File: src/rtl/dm_arbiter.sv
// dm_arbiter: round-robin two-port arbiter and sequencer for the single-port data memory DM
module dm_arbiter #(
  parameter int N = 7,
  parameter int TO_CYCLES = 15
) (
  input  logic          clka,
  input  logic          rst_n,
  input  logic          p0_req,
  input  logic          p0_we,
  input  logic [N-1:0]  p0_addr,
  input  logic [31:0]   p0_wdata,
  output logic          p0_ack,
  output logic [31:0]   p0_rdata,
  output logic          p0_err,
  input  logic          p1_req,
  input  logic          p1_we,
  input  logic [N-1:0]  p1_addr,
  input  logic [31:0]   p1_wdata,
  output logic          p1_ack,
  output logic [31:0]   p1_rdata,
  output logic          p1_err,
  output logic          dm_ena,
  output logic          dm_wea,
  output logic [N-1:0]  dm_addra,
  output logic [31:0]   dm_dina,
  input  logic [31:0]   dm_douta,
  input  logic          dm_done,
  output logic          busy,
  output logic          gnt_id
);
  typedef enum logic [1:0] {IDLE, ISSUE, WAIT, DONE} state_t;
  state_t state;
  logic rr;
  logic [7:0] cnt;
  logic pick;
  assign pick = (p0_req & p1_req) ? rr : p1_req;
  always_ff @(posedge clka) begin
    if (!rst_n) begin
      state <= IDLE;
      rr <= 1'b0;
      cnt <= '0;
      busy <= 1'b0;
      gnt_id <= 1'b0;
      dm_ena <= 1'b0;
      dm_wea <= 1'b0;
      dm_addra <= '0;
      dm_dina <= '0;
      p0_ack <= 1'b0;
      p0_err <= 1'b0;
      p0_rdata <= '0;
      p1_ack <= 1'b0;
      p1_err <= 1'b0;
      p1_rdata <= '0;
    end else begin
      case (state)
        IDLE: if (p0_req | p1_req) begin
          state <= ISSUE;
          busy <= 1'b1;
          gnt_id <= pick;
          rr <= ~pick;
          dm_ena <= 1'b1;
          dm_wea <= pick ? p1_we : p0_we;
          dm_addra <= pick ? p1_addr : p0_addr;
          dm_dina <= pick ? p1_wdata : p0_wdata;
        end
        ISSUE: begin
          dm_ena <= 1'b0;
          cnt <= '0;
          if (dm_wea) begin
            state <= DONE;
            p0_ack <= ~gnt_id;
            p1_ack <= gnt_id;
          end else begin
            state <= WAIT;
          end
        end
        WAIT: if (dm_done) begin
          state <= DONE;
          p0_ack <= ~gnt_id;
          p1_ack <= gnt_id;
          if (gnt_id) p1_rdata <= dm_douta;
          else p0_rdata <= dm_douta;
        end else if (cnt == 8'(TO_CYCLES - 1)) begin
          state <= DONE;
          p0_ack <= ~gnt_id;
          p1_ack <= gnt_id;
          p0_err <= ~gnt_id;
          p1_err <= gnt_id;
          if (gnt_id) p1_rdata <= '0;
          else p0_rdata <= '0;
        end else begin
          cnt <= cnt + 8'd1;
        end
        DONE: begin
          state <= IDLE;
          busy <= 1'b0;
          p0_ack <= 1'b0;
          p0_err <= 1'b0;
          p1_ack <= 1'b0;
          p1_err <= 1'b0;
        end
        default: state <= IDLE;
      endcase
    end
  end
endmodule

File: config.mk
export PLATFORM = sky130hd
export DESIGN_NAME = dm_arbiter
export DESIGN_NICKNAME = d
export VERILOG_FILES = /design/src/rtl/dm_arbiter.sv
export SDC_FILE = /design/constraint.sdc
export NUM_CORES = 1
export LEC_CHECK = 0
export ABC_CLOCK_PERIOD_IN_PS = 3300
export CAP_MARGIN = 20
export CORE_MARGIN = 3
export CORE_UTILIZATION = 44
export CTS_CLUSTER_DIAMETER = 60
export DETAILED_ROUTE_END_ITERATION = 8
export GPL_TIMING_DRIVEN = 0
export PLACE_DENSITY = 0.85
export SETUP_SLACK_MARGIN = 0.02
export SLEW_MARGIN = 20
export SYNTH_ARGS = -nofsm -noshare
export SYNTH_HDL_FRONTEND = slang
export SYNTH_SLANG_ARGS = --single-unit
File: constraint.sdc
create_clock -name clka -period 3.3 [get_ports clka]
set_input_delay 0.33 -clock clka [delete_from_list [all_inputs] [get_ports clka]]
set_output_delay 0.33 -clock clka [all_outputs]
set_load 0.01 [all_outputs]
# Word-level counts from Yosys, hierarchy flattened
# Index checks and enable logic that the tools add are counted.
# word_totals
latch_bits,0
romBits,0
n_memories,0
wordCells,81
in_bits,117
mem_bits_rw,0
regBits,122
# classes
div,0
n_mul,0
reduce_logical,16
n_bitwise,4
add_sub_neg,1
magnitude_cmp,0
n_mux,35
n_shift,0
n_eq_ne,10
# op_table
cell,n
$mux 32,9
$mux 8,2
$pmux 8 s2,1
$reduce_and 3->1,5
$mux 1,12
$ne 2x2->1 const B,5
$reduce_bool 2->1,5
$add 8x1->8 const B,1
$eq 8x4->1 const B,1
$pmux 1 s2,4
$pmux 2 s4,1
$reduce_and 2->1,4
$mux 7,1
$mux 2,3
$pmux 1 s3,2
$eq 2x2->1 const B,2
$ne 3x3->1 const B,1
$reduce_bool 3->1,1
$eq 2x1->1 const B,1
$logic_not 2->1,1
$not 1->1,2
$and 1x1->1,1
$or 1x1->1,1

# Logic depth before layout (Yosys ltp)
# logic_depth
ltp_word,4
depth_mapped,8
ltp_nobuf,6

# Least setup slack after synthesis
# No wires, ideal clock.
# synth_path
path_kind,register -> register
from,reg cnt[0]
to,reg cnt[3]
t_required_ps,3240
period_less_slack_ps,1677
path_stages_with_launch,7
arrival_time_ps,1617
path_slack_ps,1623
path_buffers,0
path_cell_list,dfxtp_1 > inv_1 > ha_1 > and4b_4 > a21o_1 > or4_1 > nand2_1
# synth_via
elab_chain_cells,4
word_cells_on_any_way,7
classes_between,1 x add/sub; 2 x eq/ne; 3 x mux; 1 x reduce/logical
# synth_lines
element,line_no,rtl
"start, declared",34,logic [7:0] cnt;
"start signal, assigned",92,cnt <= cnt + 8'd1;
$add 8x1->8,92,
$mux 8,83,end else if (cnt == 8'(TO_CYCLES - 1)) begin
$mux 8,77,WAIT: if (dm_done) begin
$pmux 8 s2,55,case (state)
# Several ways; a longest one is shown, not always the timed one. The select of a mux whose other input is x is not followed.
# A chain may end at the register's enable or synchronous reset.

# Worst setup path in the final report
# layout_path
from,reg state[0]
to,reg dm_dina[30]
# layout_via
elab_chain_cells,2
# layout_lines
element,line_no,rtl
"start, declared",32,state_t state;
"start signal, assigned",39,state <= IDLE;
"start signal, assigned",57,state <= ISSUE;
"start signal, assigned",70,state <= DONE;
$logic_not 2->1,55,
$reduce_and 2->1 (no line),n/a,
"end signal, assigned",64,dm_dina <= pick ? p1_wdata : p0_wdata;
"end, declared",25,"output logic [31:0] dm_dina,"
# Every way passes these cells.

==> metrics.md <==
| Metric | Value |
|---|---|
| Finished Cell Area | `0.00794 mm2` |
| Max Slew Vio Count | `0` |
| Largest net degree at the start of global routing | `17` |
| Initial antenna violation count | `0` |
| Post-CTS Setup Bufs | `0` |
| Layout cells sized above 1 | `6.58%` |
| TritonCTS clock tree | `yes` |
| Fmax | `493 MHz` |
| Global route total overflow | `0` |
| Post-synth ARST share | `0%` |
| WL per Instance | `19.4 um` |
| Total track usage | `27.4%` |
| Post-route met1 wirelength | `6790 um` |
| CTS sink cnt | `122` |
| Layout area overhead | `62.6%` |
| Vias in the first global route | `5196` |
| Reg2reg start | `state[0]` |
| Tightest Hold Check Type | `input pin to flip-flop` |
| WL met3 | `1740 um` |
| Min-delay src | `dm_done` |
| Syn_area_per_cell | `9.73 um2` |
| Slew margin rel. | `57.5%` |
| Arr. time, crit path | `2460 ps` |
| CTS resizes | `0` |
| Unrepaired setup endpoints after global routing | `false` |
| Placer congestion estimate | `0.863` |
| Peak VDD IR | `0.420 mV` |
| Final setup fails | `0` |
| Tmin final | `2030 ps` |
| I/O pin total | `228` |
| Number of port buffers | `226` |
| Final Cycle Share | `61.5%` |
| Worst path bufs/invs | `3` |
| Num CTS Buffers | `17` |
| DIE AREA | `0.0124 mm2` |
| Vias per cell | `5.66` |
| Post-Syn Area | `0.00488 mm2` |
| Cts hold-fix bufs | `0` |
| Syn_nets | `625` |
| Top delay family on crit path | `buffers and inverters` |
| Root buf cell | `clkbuf_8` |
| Met2 WL post-DR | `8400 um` |
| EDFF count, synth | `0` |
| CP max-delay cell | `clkbuf_1` |
| Yosys warning count | `0` |
| Initial DRC Count | `579` |
| Final hold vios | `0` |
| MaxCap Viol Count | `0` |
| TritonRoute pass-1 iters | `7` |
| Synth Flop Type | `dfxtp_1` |
| # rows | `37` |
| DRC viols | `0` |
| Antenna Violating Nets Remaining | `0` |
| CP Capture Type | `flip-flop` |
| Worst Path Required | `3740 ps` |
| Seq cells post-synth | `122` |
| Hpwl dp | `12800 um` |
| Delay of the slowest critical-path stage | `440 ps` |
| Core Region | `0.0106 mm2` |
| Worst-path maximum fanout | `10` |
| NumNets Final | `870` |
| Clock Skew | `11.4 ps` |
| Vias | `5067` |
| Critical path launch point | `state[0]` |
| Yosys cell types | `39` |
| Antenna Cells | `0` |
| Die width | `111 um` |
| Final wirelength | `17400 um` |
| Setup TNS | `0 ps` |
| Outcome | `finished clean` |
| Crit start category | `flip-flop` |
| Starting Density | `46.3%` |
| Global-route wire length before repair | `27300 um` |
| Critical path class | `flip-flop to flip-flop` |
| Slew @ Worst Pin | `633 ps` |
| Syn Inst Count | `502` |
| Top sig layer | `met4` |
| Sequential area share after synthesis | `50.0%` |
| Clock latency on the worst-skew pair | `510 ps` |
| CTS max path bufs | `2` |
| Clock-pin slew on the worst setup and hold paths | `60 ps` |
| Die H | `111 um` |
| PD cells | `655 mW/mm2` |
| Dpl cell area | `0.00732 mm2` |
| H-tree Lvls | `4` |
| Worst path cell trace | `inv_1, ha_1, buf_2, nand2_1, a21oi_1, clkbuf_1, a222oi_1, nor2_1` |
| Leak Pwr | `0.00283 uW` |
-- final timing paths --
path / endpoint / slack [ps] / cells after the start
max: dm_dina[30] / 1270 / 8
min: p0_rdata[31] / 250 / 3
min reg2reg: p0_rdata[3] / 460 / 2
max reg2reg: dm_dina[30] / 1270 / 8
-- final cells by class --
type                       count  area [um2]
tap                          136         170
clock buffer                  17         414
sequential                   122        2440
multi-input combinational    329        2190
timing repair buffer         226        2260
fill                         724        2610
buffer                        41         216
inverter                      10        37.5
clock inverter                15         211
-- layer usage --
layer | vias up | global-route usage, %
met5 | - | 0
met2 | 289 | 47.6
met3 | 34 | 9.95
met1 | 2425 | 31.2
li1 | 2319 | -
met4 | 0 | 9.65
-- Yosys cell counts (all sizes together), types with 3 or more instances --
cell type	instances	share of area, %
dfxtp	122	50
nand2	81	6.2
mux2i	66	14
nor2	46	3.6
nand3	42	4.3
a222oi	40	8.2
clkbuf	30	2.3
a21oi	12	1.3
buf	11	2.1
inv	10	0.77
ha	6	1.5
nor3	4	0.87
a221oi	3	0.54
nand2b	3	0.54
or4	3	0.46
-- logic make-up after synthesis --
family	count (synthesis)	synth area share, %
AND/OR/NAND/NOR	186	17.0
flip-flops	122	50.0
AO/OA/AOI/OAI	70	12.5
multiplexers	66	13.5
buffers and inverters	51	5.20
adder cells (fa/ha/maj)	6	1.54
XOR/XNOR	1	0.179
-- flip-flops by register name, summed over array words and instances (netlist names), 2 cells and up --
signal / count
p0_rdata: 32
dm_addra: 7
p1_rdata: 32
cnt: 8
dm_dina: 32
state: 2
-- metrics by stage --
stage | std cells | total power [uW] | setup WS [ps] | hold WS (ps) | util [%]
6_report | 896 | 5200 | 1270 | 247 | 75.2
5_1_grt | 896 | 5430 | 1060 | 264 | 75.2
4_1_cts | 896 | 5200 | 1280 | 232 | 75.2
3_5_place_dp | 864 | 3240 | 1180 | 448 | 69.3
3_3_place_gp | 864 | 3180 | 1240 | 442 | 69.3
2_1_floorplan | 502 | 2560 | 1620 | 479 | -
-- placed cells by master (no fill, tap or decap), types with 3 or more instances in the layout --
cell,instances
nor2_1,45
a222oi_1,40
buf_6,3
inv_1,9
ha_1,6
clkdlybuf4s50_1,226
inv_6,4
dfxtp_1,122
a21oi_1,11
nand3_1,42
or4_1,3
a221oi_1,3
nand2_1,81
clkinv_4,5
buf_2,5
buf_8,3
clkbuf_16,16
mux2i_1,66
clkbuf_1,30
bufinv_16,4
-- where the power goes --
part	total, uW	switching [uW]	leakage (uW)	internal, uW
sequential	1760	114	0.000992	1650
combinational	1480	769	0.00154	716
clock	1960	715	0.000304	1240
-- worst register-to-register path, cell delays in order, from the launching register on --
cell      delay [ps]
dfxtp_1          330
inv_1            140
ha_1             160
buf_2            170
nand2_1           70
a21oi_1          320
clkbuf_1         440
a222oi_1         210
nor2_1           130
Note: power is estimated with default switching activity, not from simulation.
